`src/rtl/hex_display_ctrl_pkg.sv`:
```
// hex_display_ctrl_pkg
// Shared definitions for the hex display controller: display modes, the
// blank segment byte and the helper that folds the reserved mode onto STATIC.
package hex_display_ctrl_pkg;

  typedef enum logic [1:0] {
    MODE_STATIC = 2'd0,
    MODE_BLINK  = 2'd1,
    MODE_SCROLL = 2'd2,
    MODE_RSVD   = 2'd3
  } mode_e;

  // Active-low segments plus DP, all off.
  localparam logic [7:0] SEG_BLANK = 8'hFF;

  // The reserved encoding behaves exactly like STATIC.
  function automatic mode_e eff_mode(input logic [1:0] m);
    return (m == 2'd3) ? MODE_STATIC : mode_e'(m);
  endfunction

endpackage

```
`src/rtl/hex_display_ctrl_if.sv`:
```
// hex_display_ctrl_if
// Load channel into the display controller.
//   load_valid : data_in/dp_in valid (master -> slave)
//   load_ready : controller can accept a load (slave -> master)
//   data_in    : 4*NUM_DIGITS packed nibbles, nibble i -> digit i (digit 0 rightmost)
//   dp_in      : NUM_DIGITS decimal-point requests, active-high
interface hex_display_ctrl_if #(
  parameter int unsigned NUM_DIGITS = 6
);
  logic                      load_valid;
  logic                      load_ready;
  logic [4*NUM_DIGITS-1:0]   data_in;
  logic [NUM_DIGITS-1:0]     dp_in;

  modport master (output load_valid, output data_in, output dp_in, input load_ready);
  modport slave  (input load_valid, input data_in, input dp_in, output load_ready);
endinterface

```
`src/rtl/hex_display_ctrl_dec.sv`:
```
// seven_seg_decoder_bool
// Hex nibble to active-low 7-segment pattern.
//   nibble : 4-bit value 0..F
//   seg    : segments {g,f,e,d,c,b,a}, bit0 = a, 0 = lit
module seven_seg_decoder_bool (
  input  logic [3:0] nibble,
  output logic [6:0] seg
);

  always_comb begin
    seg = 7'h7F;
    case (nibble)
      4'h0: seg = 7'h40;
      4'h1: seg = 7'h79;
      4'h2: seg = 7'h24;
      4'h3: seg = 7'h30;
      4'h4: seg = 7'h19;
      4'h5: seg = 7'h12;
      4'h6: seg = 7'h02;
      4'h7: seg = 7'h78;
      4'h8: seg = 7'h00;
      4'h9: seg = 7'h10;
      4'hA: seg = 7'h08;
      4'hB: seg = 7'h03;
      4'hC: seg = 7'h46;
      4'hD: seg = 7'h21;
      4'hE: seg = 7'h06;
      4'hF: seg = 7'h0E;
      default: seg = 7'h7F;
    endcase
  end

endmodule

```
`src/rtl/hex_display_ctrl.sv`:
```
// hex_display_ctrl
// Registered driver for NUM_DIGITS active-low 7-seg+DP displays. Latches a
// nibble vector through the load channel and renders it with digit enable,
// decimal points, leading-zero blanking and STATIC / BLINK / SCROLL modes.
//   clk, reset_n : single clock, asynchronous active-low reset
//   load         : load channel (valid/ready, data_in, dp_in)
//   mode         : 0 STATIC, 1 BLINK, 2 SCROLL, 3 = STATIC
//   digit_en     : 1 = digit shown, 0 = forced blank
//   blink_mask   : digits blanked during the BLINK off phase
//   lzb_en       : leading-zero blanking enable (ignored in SCROLL)
//   hex_out      : byte i -> HEX i, bit7 = DP, active-low, 8'hFF = blank
//   scroll_wrap  : one-cycle pulse after scroll position wraps to 0
module hex_display_ctrl
  import hex_display_ctrl_pkg::*;
#(
  parameter int unsigned NUM_DIGITS = 6,
  parameter int unsigned TICK_DIV   = 25000000
) (
  input  logic                    clk,
  input  logic                    reset_n,
  hex_display_ctrl_if.slave       load,
  input  logic [1:0]              mode,
  input  logic [NUM_DIGITS-1:0]   digit_en,
  input  logic [NUM_DIGITS-1:0]   blink_mask,
  input  logic                    lzb_en,
  output logic [8*NUM_DIGITS-1:0] hex_out,
  output logic                    scroll_wrap
);

  localparam int unsigned CNT_W = $clog2(TICK_DIV);
  localparam int unsigned POS_W = (NUM_DIGITS > 1) ? $clog2(NUM_DIGITS) : 1;
  localparam logic [CNT_W-1:0] CNT_MAX = CNT_W'(TICK_DIV - 1);
  localparam logic [POS_W-1:0] POS_MAX = POS_W'(NUM_DIGITS - 1);

  logic [CNT_W-1:0]          tick_cnt;
  logic                      tick;
  logic [1:0]                mode_prev;
  logic                      mode_change;
  mode_e                     cur_mode;
  logic [4*NUM_DIGITS-1:0]   shadow_data;
  logic [NUM_DIGITS-1:0]     shadow_dp;
  logic                      blink_phase, blink_next;
  logic [POS_W-1:0]          scroll_pos, pos_next;
  logic                      wrap_next;
  logic                      accept;
  logic [3:0]                rot_nib [NUM_DIGITS];
  logic [NUM_DIGITS-1:0]     rot_dp;
  logic [6:0]                seg [NUM_DIGITS];
  logic [NUM_DIGITS-1:0]     lzb_blank;
  logic [8*NUM_DIGITS-1:0]   hex_next;

  assign tick        = (tick_cnt == CNT_MAX);
  assign cur_mode    = eff_mode(mode);
  assign mode_change = (mode != mode_prev);
  // Hold off new data while a scroll pass is in progress so a pass never tears.
  assign load.load_ready = !((cur_mode == MODE_SCROLL) && (scroll_pos != '0));
  assign accept      = load.load_valid && load.load_ready;

  // Blink/scroll state: a mode change clears both; outside their own mode they sit at 0.
  always_comb begin
    blink_next = 1'b0;
    pos_next   = '0;
    wrap_next  = 1'b0;
    if (!mode_change) begin
      if (cur_mode == MODE_BLINK)
        blink_next = tick ? ~blink_phase : blink_phase;
      if (cur_mode == MODE_SCROLL) begin
        pos_next = scroll_pos;
        if (tick) begin
          if (scroll_pos == POS_MAX) begin
            pos_next  = '0;
            wrap_next = 1'b1;
          end else begin
            pos_next = scroll_pos + 1'b1;
          end
        end
      end
    end
  end

  // Digit i shows nibble (i + scroll_pos) mod N; the DP travels with its nibble.
  always_comb begin
    int unsigned idx;
    rot_nib = '{default: '0};
    rot_dp  = '0;
    idx     = 0;
    for (int unsigned i = 0; i < NUM_DIGITS; i++) begin
      idx = i + 32'(scroll_pos);
      if (idx >= NUM_DIGITS) idx = idx - NUM_DIGITS;
      for (int unsigned j = 0; j < NUM_DIGITS; j++) begin
        if (j == idx) begin
          rot_nib[i] = shadow_data[j*4 +: 4];
          rot_dp[i]  = shadow_dp[j];
        end
      end
    end
  end

  // Scan from the top digit down; blank zeros until a nonzero nibble or a DP is seen.
  always_comb begin
    logic keep;
    keep      = 1'b0;
    lzb_blank = '0;
    for (int unsigned k = 0; k + 1 < NUM_DIGITS; k++) begin
      if ((shadow_data[(NUM_DIGITS-1-k)*4 +: 4] != 4'd0) || shadow_dp[NUM_DIGITS-1-k])
        keep = 1'b1;
      lzb_blank[NUM_DIGITS-1-k] = ~keep;
    end
  end

  for (genvar g = 0; g < NUM_DIGITS; g++) begin : g_dec
    seven_seg_decoder_bool u_dec (
      .nibble (rot_nib[g]),
      .seg    (seg[g])
    );
  end

  always_comb begin
    logic blank;
    hex_next = '1;
    blank    = 1'b0;
    for (int unsigned i = 0; i < NUM_DIGITS; i++) begin
      blank = 1'b0;
      if (!digit_en[i])
        blank = 1'b1;
      else if ((cur_mode == MODE_BLINK) && blink_phase && blink_mask[i])
        blank = 1'b1;
      else if ((cur_mode != MODE_SCROLL) && lzb_en && lzb_blank[i])
        blank = 1'b1;
      hex_next[i*8 +: 8] = blank ? SEG_BLANK : {~rot_dp[i], seg[i]};
    end
  end

  always_ff @(posedge clk or negedge reset_n) begin
    if (!reset_n) begin
      tick_cnt    <= '0;
      mode_prev   <= 2'd0;
      shadow_data <= '0;
      shadow_dp   <= '0;
      blink_phase <= 1'b0;
      scroll_pos  <= '0;
      scroll_wrap <= 1'b0;
      hex_out     <= '1;
    end else begin
      tick_cnt    <= tick ? '0 : tick_cnt + 1'b1;
      mode_prev   <= mode;
      if (accept) begin
        shadow_data <= load.data_in;
        shadow_dp   <= load.dp_in;
      end
      blink_phase <= blink_next;
      scroll_pos  <= pos_next;
      scroll_wrap <= wrap_next;
      hex_out     <= hex_next;
    end
  end

endmodule
```
`src/flat_wrapper.sv`:
```
// flat-port wrapper written by rule: the top's interface ports become plain ports
module hex_display_ctrl_flat import hex_display_ctrl_pkg::*;
#(
  parameter int unsigned NUM_DIGITS = 6,
  parameter int unsigned TICK_DIV   = 25000000
)
  (clk, reset_n, mode, digit_en, blink_mask, lzb_en, hex_out, scroll_wrap, load_load_valid, load_data_in, load_dp_in, load_load_ready);
  hex_display_ctrl_if #(.NUM_DIGITS(NUM_DIGITS)) load_i ();
  input  logic clk;
  input  logic reset_n;
  input  logic [1:0] mode;
  input  logic [NUM_DIGITS-1:0] digit_en;
  input  logic [NUM_DIGITS-1:0] blink_mask;
  input  logic lzb_en;
  output logic [8*NUM_DIGITS-1:0] hex_out;
  output logic scroll_wrap;
  input wire logic [$bits(load_i.load_valid)-1:0] load_load_valid;
  input wire logic [$bits(load_i.data_in)-1:0] load_data_in;
  input wire logic [$bits(load_i.dp_in)-1:0] load_dp_in;
  output wire logic [$bits(load_i.load_ready)-1:0] load_load_ready;
  assign load_i.load_valid = load_load_valid;
  assign load_i.data_in = load_data_in;
  assign load_i.dp_in = load_dp_in;
  assign load_load_ready = load_i.load_ready;
  hex_display_ctrl #(.NUM_DIGITS(NUM_DIGITS), .TICK_DIV(TICK_DIV)) u_core (.clk(clk), .reset_n(reset_n), .load(load_i), .mode(mode), .digit_en(digit_en), .blink_mask(blink_mask), .lzb_en(lzb_en), .hex_out(hex_out), .scroll_wrap(scroll_wrap));
endmodule
```
`config.mk`:
```
export PLATFORM = sky130hd
export DESIGN_NAME = hex_display_ctrl_flat
export DESIGN_NICKNAME = d
export VERILOG_FILES = /design/src/rtl/hex_display_ctrl_pkg.sv /design/src/rtl/hex_display_ctrl_if.sv /design/src/rtl/hex_display_ctrl_dec.sv /design/src/rtl/hex_display_ctrl.sv /design/src/flat_wrapper.sv
export SDC_FILE = /design/constraint.sdc
export NUM_CORES = 1
export LEC_CHECK = 0
export CORE_MARGIN = 2
export CORE_UTILIZATION = 45
export CTS_BUF_LIST = sky130_fd_sc_hd__clkbuf_2 sky130_fd_sc_hd__clkbuf_4 sky130_fd_sc_hd__clkbuf_8
export DETAILED_ROUTE_END_ITERATION = 10
export GPL_ROUTABILITY_DRIVEN = 0
export GPL_TIMING_DRIVEN = 0
export PLACE_DENSITY = 0.78
export SLEW_MARGIN = 30
export SYNTH_ARGS = -nofsm -noshare
export SYNTH_HDL_FRONTEND = slang
export SYNTH_SLANG_ARGS = --single-unit
```
`constraint.sdc`:
```
create_clock -name clk -period 5.61 [get_ports clk]
set_input_delay 0.8415 -clock clk [delete_from_list [all_inputs] [get_ports clk]]
set_output_delay 0.8415 -clock clk [all_outputs]
set_load 0.005 [all_outputs]
```
# Yosys cells after proc, flatten, opt, wreduce, memory -nomap -nowiden
# Memories as Yosys holds them, arrays and structs flattened.
# Cells that the tools add are included.
[word_totals]
reg_bits = 110
latch_bits = 0
mem_bits_rw = 0
mem_bits_ro = 672
inputBits = 48
output_inout_bits = 50
elab_cells = 236
mem_count = 6
[op_classes]
addsub = 13
n_mul = 0
div = 0
order_cmp = 6
eq_ne = 39
n_shift = 0
n_mux = 119
n_bitwise = 12
n_reduce_logical = 33
[memory_table]
columns = ["name", "depth", "word_bits", "rd", "rd_ports_with_merged_regs", "write_ports", "line", "rtl"]
rows = [
  ["(name not given)", 16, 7, 1, 0, 0, "hex_display_ctrl_dec.sv:12", "case (nibble)"],
  ["(name not given)", 16, 7, 1, 0, 0, "hex_display_ctrl_dec.sv:12", ""],
  ["(name not given)", 16, 7, 1, 0, 0, "hex_display_ctrl_dec.sv:12", ""],
  ["(name not given)", 16, 7, 1, 0, 0, "hex_display_ctrl_dec.sv:12", ""],
  ["(name not given)", 16, 7, 1, 0, 0, "hex_display_ctrl_dec.sv:12", ""],
  ["(name not given)", 16, 7, 1, 0, 0, "hex_display_ctrl_dec.sv:12", ""],
]
[op_table]
columns = ["op", "count"]
rows = [
  ["== test 2 x 32 -> 1 bit (first input constant)", 12],
  ["== test 3 x 32 -> 1 bit (first input constant)", 12],
  ["== test 1 x 32 -> 1 bit (first input constant)", 6],
  ["logical NOT 32 bit", 6],
  ["two-way mux 32 bit", 6],
  [">= comparator 32 x 3 -> 1 bit (second input constant)", 5],
  ["subtractor 32 x 3 -> 32 bit (second input constant)", 5],
  ["two-way mux 4 bit", 36],
  ["two-way mux 1 bit", 65],
  ["two-way mux 8 bit", 6],
  ["adder 25 x 1 -> 25 bit (second input constant)", 1],
  ["== test 25 bit (second input constant)", 1],
  ["two-way mux 25 bit", 1],
  ["nonzero test 4 bit", 5],
  ["logical AND 1 bit", 15],
  ["two-way mux 3 bit", 4],
  ["inverter 1 bit", 12],
  ["adder 2 x 3 -> 4 bit (first input constant)", 2],
  ["adder 3 x 3 -> 4 bit (first input constant)", 2],
  ["inequality test 3 x 1 -> 1 bit (second input constant)", 2],
  ["logical OR 1 bit", 5],
  ["adder 1 x 3 -> 4 bit (first input constant)", 1],
  ["== test 2 bit (second input constant)", 2],
  ["subtractor 3 x 3 -> 4 bit (second input constant)", 1],
  ["other kinds (9)", 9],
]

# Longest topological paths before layout
[logic_depth]
word_depth = 13
depth_mapped = 21
mapped_depth_nobuf = 19

# Hierarchy
# From an unflattened synthesis, not the netlist that was laid out.
[hier_totals]
cells_unflattened = 914
hier_area_um2 = 8479.4
[by_module_without_submodules]
columns = ["mod", "n_inst", "cells_each", "area_each_um2", "seq_area_each_um2"]
rows = [
  ["hex_display_ctrl", 1, 722, 6827.8, 2812.7],
  ["seven_seg_decoder_bool", 6, 32, 275.3, 0.0],
]

# Worst setup path before layout
# No wires, ideal clock.
[synth_path]
kind = "reg2reg"
start = "register u_core.scroll_pos[1]"
end = "register u_core.hex_out[11]"
setup_ns = 0.083
t_arrival_ns = 4.331
required_ns = 5.527
slack_ns = 1.196
stages_incl_launch_ff = 18
path_buffers = 2
period_less_slack_ns = 4.414
cell_sequence = "dfrtp_1 clkbuf_1 clkbuf_1 inv_1 ha_1 ha_1 inv_1 ha_1 a211o_1 a2111oi_0 nor2b_1 a21oi_1 a21oi_1 inv_1 ha_1 inv_1 o21ai_0 o31a_2"
[synth_between]
elab_chain_cells = 12
word_cells_on_any_way = 18
cone_classes = "add/sub (2); order compare (1); eq/ne (5); mux (8); reduce/logical (1); memory (1)"
[synth_rtl]
columns = ["item", "line", "rtl"]
rows = [
  ["start: declaration", "hex_display_ctrl.sv:43", "logic [POS_W-1:0] scroll_pos, pos_next;"],
  ["start signal: assignment", "hex_display_ctrl.sv:152", "scroll_pos <= pos_next;"],
  ["adder 1 x 3 -> 4 bit *", "hex_display_ctrl.sv:88", "idx = i + 32'(scroll_pos);"],
  ["subtractor 32 x 3 -> 32 bit or >= comparator 32 x 3 -> 1 bit (tied branches)", "hex_display_ctrl.sv:89", "if (idx >= NUM_DIGITS) idx = idx - NUM_DIGITS;"],
  ["two-way mux 32 bit *", "hex_display_ctrl.sv:89", ""],
  ["logical NOT 32 bit", "hex_display_ctrl.sv:91", "if (j == idx) begin"],
  ["two-way mux 4 bit (5 in series)", "hex_display_ctrl.sv:91", ""],
  ["two-way mux 4 bit *", "hex_display_ctrl.sv:91", ""],
  ["memory (16 x 7 bit) *", "n/a", ""],
  ["two-way mux 8 bit *", "hex_display_ctrl.sv:130", "hex_next[i*8 +: 8] = blank ? SEG_BLANK : {~rot_dp[i], seg[i]};"],
  ["net u_core.hex_next[11]", "hex_display_ctrl.sv:50", "logic [8*NUM_DIGITS-1:0] hex_next;"],
  ["end signal: assignment", "hex_display_ctrl.sv:154", "hex_out <= hex_next;"],
  ["end: declaration", "hex_display_ctrl.sv:26", "output logic [8*NUM_DIGITS-1:0] hex_out,"],
]
# The timed path passes the listed nets; every way through them passes the cells marked *.
# A chain may end at the register's enable or synchronous reset.

# Worst setup path in the final report
[layout_path]
start = "register u_core.scroll_pos[0]"
end = "register u_core.hex_out[43]"
[layout_between]
elab_chain_cells = 12
word_cells_on_any_way = 18
cone_classes = "add/sub (2); order compare (1); eq/ne (5); mux (8); reduce/logical (1); memory (1)"
[layout_rtl]
columns = ["item", "line"]
rows = [
  ["adder 3 x 3 -> 4 bit *", "hex_display_ctrl.sv:88"],
  ["subtractor 32 x 3 -> 32 bit or >= comparator 32 x 3 -> 1 bit (tied branches)", "hex_display_ctrl.sv:89"],
  ["two-way mux 32 bit *", "hex_display_ctrl.sv:89"],
  ["logical NOT 32 bit", "hex_display_ctrl.sv:91"],
  ["two-way mux 4 bit (5 in series)", "hex_display_ctrl.sv:91"],
  ["two-way mux 4 bit *", "hex_display_ctrl.sv:91"],
  ["memory (16 x 7 bit) *", "n/a"],
  ["two-way mux 8 bit *", "hex_display_ctrl.sv:130"],
  ["net u_core.hex_next[43]", "hex_display_ctrl.sv:50"],
]
# Marked as above.

==> flow_summary.ini <==
[worst_setup_path]
ff2ff_path_depth = 15
critical_path_class = flop to flop
crit_arrival_ps = 5490
rr_startpoint = u_core.scroll_pos[0]$_DFFE_PN0P_
required_ps = 5920
rrSetupSlack_ps = 430
crit_family = buffers and inverters
path_cells = clkinv_1 -> clkbuf_1 -> ha_1 -> clkbuf_1 -> clkbuf_1 -> nand2_1 -> a31o_2 -> a221oi_1 -> a211oi_1 -> o22ai_1 -> inv_1 -> ha_1 -> mux2_2 -> nor3b_1 -> a31oi_1
endpoint_kind = flop
cp-start-kind = flop
cpMostUsedCell = clkbuf_1
crit_cells = 15
critPathBufInv = 5
crit_slowest_cell = ha_1
regToRegEndpoint = u_core.hex_out[43]$_DFF_PN1_
slowest_delay_ps = 580
path_max_fanout = 12

[placed_design]
io_buffer_count = 97
dpl.hpwl_um = 17300
placed_area_sq_um = 9490
placed_cells = 1229

[logic_synthesis]
synth_top_cell_by_area = dfrtp_1
synth_cells = 902
yosysTopAreaCellShare = 0.189
async_flop_share = 1.00
avgSynthCellArea_sq_um = 9.08
syn_area_sq_um = 8190
ys.flop_type = dfrtp_1
synth_common_cells = 71 x nand2_1, 62 x dfrtp_1, 57 x nor2_1, 53 x ha_1
ys_warn_count = 0
synth-edff-count = 0
synth.distinct_cells = 76
synth-seq-cells = 110
ys_seq_area_frac = 0.344
synth_area_leaders = dfrtp_1 19%, dfstp_2 15%, ha_1 8.1%, mux2_2 5.6%, mux2i_1 4.3%
yosysMostFrequentCell = nand2_1
syn-num-nets = 1003

[floorplan]
die_w_um = 139
dieArea_sq_um = 19300
num_rows = 49
ioPinCount = 98
die_h_um = 139
initial_core_util = 0.457
core_area_sq_um = 17900

[route]
via_per_inst = 6.23
finalWirelength_um = 23000
vias = 7751
wire_per_inst_um = 18.4
drt-pass1-iter-count = 7
drt_iter0_drc = 834
drc = 0
final_antenna_net_count = 0

[cts]
cts_tree = yes
cts_hold_buf = 0
cts_setup_buffers = 0
cts_inserted_buffers = 9
clkTransAtPathRegs_ps = 100
cts_buffer_depth = 2
cts_resized = 0
cts_sinks = 110
insertion_delay_ps = 400
cts-root-buf = clkbuf_8
h-tree-depth = 3

[layout]
n_antenna_cell = 0
final_nets = 1112
fin_cells = 1245
final-seq-area_sq_um = 2810
area_delta_synth_final_pct = 18.5
drive_above_1_share = 0.128
multiInputGateArea_sq_um = 5020
nFillCells = 1608
final_area_sq_um = 9710

[global_route]
grt.overflow.total = 0
grt_first_pass_wirelength_um = 37200
grt_pass1_vias = 7430
antenna_found_initial = 0
grt.total_usage = 0.236
grt_max_degree = 57

[sta]
fin_crit_ps = 5180
hold_violations = 0
final_max_slew_viol_count = 0
slew_headroom = 0.464
fin_crit_sh = 0.924
fmax_ghz = 0.193
rsz0062_at_grt = false
fin_worst_skew_ps = 13.3
tightest_slew_ps = 804
setup_viol = 0

[pwr]
p_per_area_nw_per_um2 = 197
p_leak_nw = 3.97
ir_drop_mv = 0.165

[min_path]
hp-class = primary input to asynchronous set/reset pin

[job]
maxCapViolCount = 0

[run_status]
status = completed
[placed cells by master, fill, tap and decap left out, types with 12 or more instances in the layout]
master           count
a21oi_1             45
xor2_1              13
ha_1                53
nand2_1             71
o221ai_1            14
xnor2_1             14
o21ai_0             44
o211ai_1            12
nand2b_1            19
mux2i_1             35
dfstp_2             48
nor2b_1             12
clkbuf_1            44
a22oi_1             14
a211oi_1            17
nor2_1              57
clkdlybuf4s50_1     96
mux2_2              41
dfrtp_1             62
nand3_1             34
inv_1               48
[how the worst max path moves through the flow]
stage	from	endpoint	slack, ps
finish	u_core.scroll_pos[0]$_DFFE_PN0P_	u_core.hex_out[43]$_DFF_PN1_	430
global route	u_core.scroll_pos[0]$_DFFE_PN0P_	u_core.hex_out[43]$_DFF_PN1_	20
CTS	u_core.scroll_pos[1]$_DFFE_PN0P_	u_core.hex_out[24]$_DFF_PN1_	250
detailed placement	u_core.scroll_pos[1]$_DFFE_PN0P_	u_core.hex_out[27]$_DFF_PN1_	280
global placement	reset_n	u_core.tick_cnt[8]$_DFF_PN0_	-340
floorplan	u_core.scroll_pos[1]$_DFFE_PN0P_	u_core.hex_out[11]$_DFF_PN1_	1200
[cell type report]
type | count | share of cell area
repair buffers | 98 | 0.103
inverters | 51 | 0.0197
clock buffers | 11 | 0.0143
plain buffers | 49 | 0.0195
clock inverters | 5 | 0.00683
multi-input cells | 692 | 0.517
well taps | 229 | 0.0295
flip-flops and latches | 110 | 0.290
[stage by stage]
stage | utilization | hold WS (ps) | power, mW | TNS (ps) | worst slack [ps]
floorplan | - | 445 | 1.19 | 0 | 1200
global placement | 0.528 | 461 | 1.40 | -20140 | -337
detailed placement | 0.530 | 465 | 1.41 | 0 | 282
CTS | 0.541 | 382 | 1.93 | 0 | 253
global route | 0.542 | 405 | 2.01 | 0 | 18.8
finish | 0.542 | 384 | 1.92 | 0 | 428
[metal layers]
layer  up-vias  global-route usage  share of wire
li1       3551                   -              -
met1      3631               0.305           0.41
met2       463               0.380           0.45
met3       106              0.0511          0.096
met4         0               0.105          0.042
met5         -                   0              0
[state kept, by name, indices dropped and copies added, names as in the netlist]
name                cells
u_core.hex_out         48
u_core.shadow_dp        6
u_core.mode_prev        2
u_core.scroll_wrap      1
u_core.scroll_pos       3
u_core.shadow_data     24
u_core.blink_phase      1
u_core.tick_cnt        25
[worst register-to-register path, delay by kind of cell (launching register included)]
kind,cells,cell delay (ps)
adders and majority gates,2,880
DFF,1,550
and+or+nand+nor,2,390
muxes,1,270
buffers and inverters,5,1850
AOI/OAI and AO/OA,5,1150
[cell families (layout without fill, tap and decap cells)]
logic type | Yosys count | count (layout) | share of synthesized area
fa+ha+maj | 53 | 53 | 0.0810
flops | 110 | 110 | 0.344
buf+inv | 100 | 214 | 0.0463
simple gates | 282 | 282 | 0.179
xor+xnor | 28 | 28 | 0.0309
compound gates | 252 | 252 | 0.217
mux | 77 | 77 | 0.102
[power by group]
part	switching (mW)	internal, mW
clock	0.284	0.222
combinational	0.218	0.236
sequential	0.0713	0.884
No activity file was read; power rests on OpenSTA's default activity.
